--- src/rtl/serdes_rx_aligner.sv ---
// serdes_rx_aligner
// Receive-side 8b/10b word aligner. Shifts in one serial bit per enabled
// clock, hunts for the K28.5 comma to find the symbol boundary, then emits
// boundary-aligned 10-bit symbols with a single-cycle valid strobe and a
// lock indication for the downstream decoder.
//
// Output handshake: sym_valid is a one-clk pulse with no back-pressure.
// sym_out is valid whenever sym_valid is high and otherwise holds the last
// emitted symbol. comma_det only ever pulses together with sym_valid.
//
// Bit order: the first received bit lands in sym_out[0] (bit a).
// The next-window value win = {rx_in, sr[9:1]} is used for every decision
// on an enabled edge, so a symbol whose last bit arrives at edge N is on
// sym_out with sym_valid high in the cycle right after edge N.

module serdes_rx_aligner #(
    parameter logic [9:0] COMMA_NEG   = 10'h17C,  // K28.5 RD-, bit0 = first received
    parameter logic [9:0] COMMA_POS   = 10'h283,  // K28.5 RD+, bit0 = first received
    parameter int         LOCK_COMMAS = 2,        // aligned commas needed to lock (1..7)
    parameter int         LOSS_LIMIT  = 2         // misaligned commas that drop lock (1..7)
) (
    input  logic       clk,
    input  logic       reset,
    input  logic       enable,
    input  logic       rx_in,
    output logic [9:0] sym_out,
    output logic       sym_valid,
    output logic       comma_det,
    output logic       locked,
    output logic [1:0] state_o
);

    // Debug-visible state encoding: 0 HUNT, 1 CHECK, 2 LOCKED.
    typedef enum logic [1:0] {
        ST_HUNT   = 2'd0,
        ST_CHECK  = 2'd1,
        ST_LOCKED = 2'd2
    } state_t;

    localparam logic [2:0] LOCK_N = LOCK_COMMAS[2:0];
    localparam logic [2:0] LOSS_N = LOSS_LIMIT[2:0];

    state_t     state_q;
    logic [9:0] sr_q;
    logic [3:0] bit_cnt_q;
    logic [2:0] good_cnt_q;
    logic [2:0] bad_cnt_q;
    logic [9:0] sym_out_q;
    logic       sym_valid_q;
    logic       comma_det_q;
    logic       locked_q;

    logic [9:0] win;
    logic       is_comma;
    logic       boundary;
    logic [3:0] bit_cnt_d;
    logic [2:0] good_cnt_d;
    logic [2:0] bad_cnt_d;

    // The window as it will look after this edge's bit is shifted in.
    assign win       = {rx_in, sr_q[9:1]};
    assign is_comma  = (win == COMMA_NEG) || (win == COMMA_POS);
    assign boundary  = (bit_cnt_q == 4'd9);

    // Free-running symbol phase wraps 9 -> 0; realign overrides it to 0.
    assign bit_cnt_d  = boundary ? 4'd0 : (bit_cnt_q + 4'd1);
    assign good_cnt_d = good_cnt_q + 3'd1;
    assign bad_cnt_d  = bad_cnt_q + 3'd1;

    // Shift register, symbol phase, alignment FSM and registered outputs.
    always_ff @(posedge clk or posedge reset) begin
        if (reset) begin
            state_q     <= ST_HUNT;
            sr_q        <= '0;
            bit_cnt_q   <= '0;
            good_cnt_q  <= '0;
            bad_cnt_q   <= '0;
            sym_out_q   <= '0;
            sym_valid_q <= 1'b0;
            comma_det_q <= 1'b0;
            locked_q    <= 1'b0;
        end else begin
            // Strobes are single-cycle; they drop on every edge unless re-fired.
            sym_valid_q <= 1'b0;
            comma_det_q <= 1'b0;

            if (enable) begin
                sr_q      <= win;
                bit_cnt_q <= bit_cnt_d;

                unique case (state_q)
                    ST_HUNT: begin
                        // First comma anywhere defines the boundary.
                        if (is_comma) begin
                            sym_out_q   <= win;
                            sym_valid_q <= 1'b1;
                            comma_det_q <= 1'b1;
                            bit_cnt_q   <= 4'd0;
                            good_cnt_q  <= 3'd1;
                            bad_cnt_q   <= 3'd0;
                            if (LOCK_N == 3'd1) begin
                                state_q  <= ST_LOCKED;
                                locked_q <= 1'b1;
                            end else begin
                                state_q  <= ST_CHECK;
                            end
                        end
                    end

                    ST_CHECK: begin
                        if (is_comma && !boundary) begin
                            // Comma off the tentative boundary: trust the new one.
                            sym_out_q   <= win;
                            sym_valid_q <= 1'b1;
                            comma_det_q <= 1'b1;
                            bit_cnt_q   <= 4'd0;
                            good_cnt_q  <= 3'd1;
                        end else if (boundary) begin
                            sym_out_q   <= win;
                            sym_valid_q <= 1'b1;
                            if (is_comma) begin
                                comma_det_q <= 1'b1;
                                good_cnt_q  <= good_cnt_d;
                                if (good_cnt_d >= LOCK_N) begin
                                    state_q   <= ST_LOCKED;
                                    locked_q  <= 1'b1;
                                    bad_cnt_q <= 3'd0;
                                end
                            end
                        end
                    end

                    ST_LOCKED: begin
                        if (is_comma && !boundary) begin
                            // Misaligned comma: count it, no symbol is emitted.
                            if (bad_cnt_d == LOSS_N) begin
                                state_q    <= ST_HUNT;
                                locked_q   <= 1'b0;
                                bad_cnt_q  <= 3'd0;
                                good_cnt_q <= 3'd0;
                            end else begin
                                bad_cnt_q  <= bad_cnt_d;
                            end
                        end else if (boundary) begin
                            sym_out_q   <= win;
                            sym_valid_q <= 1'b1;
                            if (is_comma) begin
                                comma_det_q <= 1'b1;
                                bad_cnt_q   <= 3'd0;
                            end
                        end
                    end

                    default: begin
                        state_q  <= ST_HUNT;
                        locked_q <= 1'b0;
                    end
                endcase
            end
        end
    end

    assign sym_out   = sym_out_q;
    assign sym_valid = sym_valid_q;
    assign comma_det = comma_det_q;
    assign locked    = locked_q;
    assign state_o   = state_q;

endmodule

--- config.mk ---
export PLATFORM = sky130hd
export DESIGN_NAME = serdes_rx_aligner
export DESIGN_NICKNAME = d
export VERILOG_FILES = /design/src/rtl/serdes_rx_aligner.sv
export SDC_FILE = /design/constraint.sdc
export NUM_CORES = 1
export LEC_CHECK = 0
export CAP_MARGIN = 20
export CORE_ASPECT_RATIO = 2
export CORE_UTILIZATION = 50
export CTS_CLUSTER_SIZE = 40
export DETAILED_ROUTE_END_ITERATION = 8
export PLACE_DENSITY = 0.79
export SETUP_SLACK_MARGIN = 0.5
export SYNTH_ARGS = -nofsm -noshare
export SYNTH_HDL_FRONTEND = slang
export SYNTH_SLANG_ARGS = --single-unit
export TNS_END_PERCENT = 1
--- constraint.sdc ---
create_clock -name clk -period 1.8 [get_ports clk]
set_input_delay 0.18 -clock clk [delete_from_list [all_inputs] [get_ports clk]]
set_output_delay 0.18 -clock clk [all_outputs]
set_load 0.02 [all_outputs]
==> out/qor.txt <==
I/O pin count -> 19
most common cell after layout, fill and taps aside -> buf_4
Sinks on Clock Net -> 34
largest net degree at the start of global routing -> 35
FF+latch count, synth -> 34
Post-Synth Adder-Cell Area -> 0.0689
EDFF count, synth -> 0
endpoint class of the critical path -> register
Initial Utilization -> 0.532
period utilization -> 1.14
Cell Pwr Density -> 1280 nW/µm²
routability congestion estimate from global placement -> 0.855
Routed Wire Length -> 6710 µm
Final Total Pwr -> 3.74 mW
Max Fanout on Critical Path -> 5
commonest cells after routing, fill and taps aside -> buf_4, dfrtp_1, dlygate4sd2_1
drt wl/cell -> 21.9 µm
HPWL Detailed -> 3880 µm
largest family of logic cells by synthesized area -> compound AO/OA/AOI/OAI gates
Die ar. -> 3890 µm²
Vias/cell -> 6.12
syn_area_per_cell -> 11.1 µm²
compound-cell area share of the yosys netlist -> 0.195
post-route cell area -> 2930 µm²
Ant. Diodes -> 0
Simple-Gate Fraction of Synth Area -> 0.149
DRC errors left -> 0
reg2reg setup slack -> -0.26 ns
GRT overflow -> 0
placed cells -> 282
Critical Path RT -> 2.02 ns
total of max-cap violations -> 0
multi-input combinational cell area -> 1130 µm²
Reg area -> 852 µm²
Setup CP Type -> register to register
Post-Place Cell Area -> 2470 µm²
RR Startpoint -> sr_q[4]$_DFFE_PP0P_
Post-Synth XOR/XNOR Area -> 0.0145
Die Span Y -> 87.2 µm
largest cells by area after synthesis -> dfrtp_1, ha_1, mux2_2, a22o_1, inv_1
CTS max path bufs -> 2
status -> complete, but fails checks
Post-Synthesis Cells -> 164
fillcell total -> 165
min-delay worst type -> primary input to asynchronous set/reset pin
CTS Root Cell -> clkbuf_8
number of global-route vias before repair -> 1,981
worst r2r path cells -> 7
RSZ-0062 raised after global routing -> yes
fin crit period -> 2.06 ns
Slew HR -> 0.634
post-synth top area share -> 0.469
H-tree depth -> 2
final core occ -> 0.857
mux cell area share after synthesis -> 0.0731
Pre-Repair DR Iteration Count -> 4
GRT Overall Usage -> 0.344
# setup viols final -> 19
Final Hold Viols -> 0
DRT iter0 DRCs -> 72
Cell variety after synth -> 46
FF-to-FF End -> sym_out[0]$_DFFE_PP0P_
mapped cell area -> 1820 µm²
Inserted Clock Buffers -> 5
# hold bufs at CTS -> 0
setup TNS -> -3.72 ns
Slew @ Worst Pin -> 0.548 ns
Vias -> 1,880
yosys warns -> 0
Syn Nets -> 178
Non-Filler Instances -> 307
die width -> 44.6 µm
first-pass GRT wire length -> 9390 µm
Syn-to-layout area delta -> 61.2%
clk_lat worst skew -> 0.29 ns
layout cell share with drive strength beyond 1 -> 0.479
Seq/Total Area, Yosys -> 0.469
Peak VDD IR -> 0.972 mV
WP data arrival -> 2.27 ns
IO Port Bufs -> 18
Max Fclk -> 486 MHz
worst clock skew -> 0.00901 ns
total core area -> 3420 µm²
leakage -> 1.39 nW
Final ANT Viol Nets -> 0
failing checks -> setup timing
Rows -> 30
post-synth top area cell -> dfrtp_1
initial antenna violation count -> 0
CTS tree -> yes
nets -> 272
post-route setup slack -> -0.259 ns
asr flop ratio synth -> 1.00
max-slew violation count -> 0
dominant synthesized flop cell -> dfrtp_1
clock transition at the registers of the reported paths -> 0.07 ns
kind of start point of the critical path -> register
-- per-layer routing --
| metal | wire, µm | share of wire | global-route usage | vias up |
|---|---|---|---|---|
| li1 | - | - | - | 812 |
| met1 | 2160 | 0.32 | 0.308 | 937 |
| met2 | 3850 | 0.57 | 0.616 | 84 |
| met3 | 235 | 0.035 | 0.0643 | 47 |
| met4 | 465 | 0.069 | 0.289 | 0 |
| met5 | 0 | 0 | 0 | - |
-- cell usage after synthesis, types with 4 or more instances --
cell	count
dfrtp_1	34
inv_1	12
nand2_1	11
a22o_1	10
ha_1	10
mux2_2	9
a21oi_1	7
nor2_1	7
a31oi_1	4
nand3_1	4
nor2b_1	4
-- cells by family after synthesis --
group / count (synthesis)
simple gates: 45
flops: 34
xor+xnor: 3
fa+ha+maj: 10
compound gates: 45
mux: 12
buf+inv: 15
-- power by group --
part / internal, mW / total (mW) / switching, mW
registers: 1.01 / 1.20 / 0.194
clock network: 0.309 / 0.584 / 0.275
logic: 1.00 / 1.96 / 0.956
-- registers in the layout (all words and copies together), names as in the netlist --
register	cells
bad_cnt_q	3
good_cnt_q	3
sym_valid	1
state_o	2
sr_q	9
sym_out	10
bit_cnt_q	4
comma_det	1
locked	1
-- timing repair --
action / 4_1_cts / 5_1_grt
resized for setup: 51 / 14
setup buffers: 9 / 7
cloned: 1 / 0
setup endpoints to repair: 40 / 30
pin swaps: 17 / 15
-- how the worst max path moves through the flow --
stage | cells past startpoint | startpoint | end | slack (ns)
global placement | 6 | rx_in | sym_out[7]$_DFFE_PP0P_ | -0.41
global route | 7 | bad_cnt_q[0]$_DFFE_PP0P_ | state_o[0]$_DFFE_PP0P_ | -0.35
floorplan | 7 | bit_cnt_q[1]$_DFFE_PP0P_ | sym_out[0]$_DFFE_PP0P_ | -0.02
finish | 7 | sr_q[4]$_DFFE_PP0P_ | sym_out[0]$_DFFE_PP0P_ | -0.26
detailed placement | 6 | rx_in | sym_out[0]$_DFFE_PP0P_ | -0.49
CTS | 8 | bit_cnt_q[0]$_DFFE_PP0P_ | sym_out[0]$_DFFE_PP0P_ | -0.11
-- layout make-up --
cell class	instances	share of cell area
clock buffer	7	0.0295
inverter	13	0.0167
tap	48	0.0205
sequential	34	0.291
multi-input combinational	115	0.386
clock inverter	1	0.00171
timing repair buffer	89	0.254
-- stage by stage --
| step | hold WS [ns] | setup slack [ns] |
|---|---|---|
| final | 0.281 | -0.259 |
| after global routing | 0.362 | -0.350 |
| after CTS | 0.288 | -0.115 |
| after detailed placement | 0.488 | -0.487 |
| after global placement | 0.483 | -0.411 |
| after floorplan | 0.320 | -0.0236 |
-- worst max-delay path, cell delays in order (launching register included) --
cell and delay (ns):
dfrtp_1 0.43, nor4b_4 0.32, buf_4 0.18, and3_4 0.22
o32ai_4 0.09, a2111oi_4 0.36, buf_4 0.23, a22o_1 0.17
No activity file was read; power rests on OpenSTA's default activity.
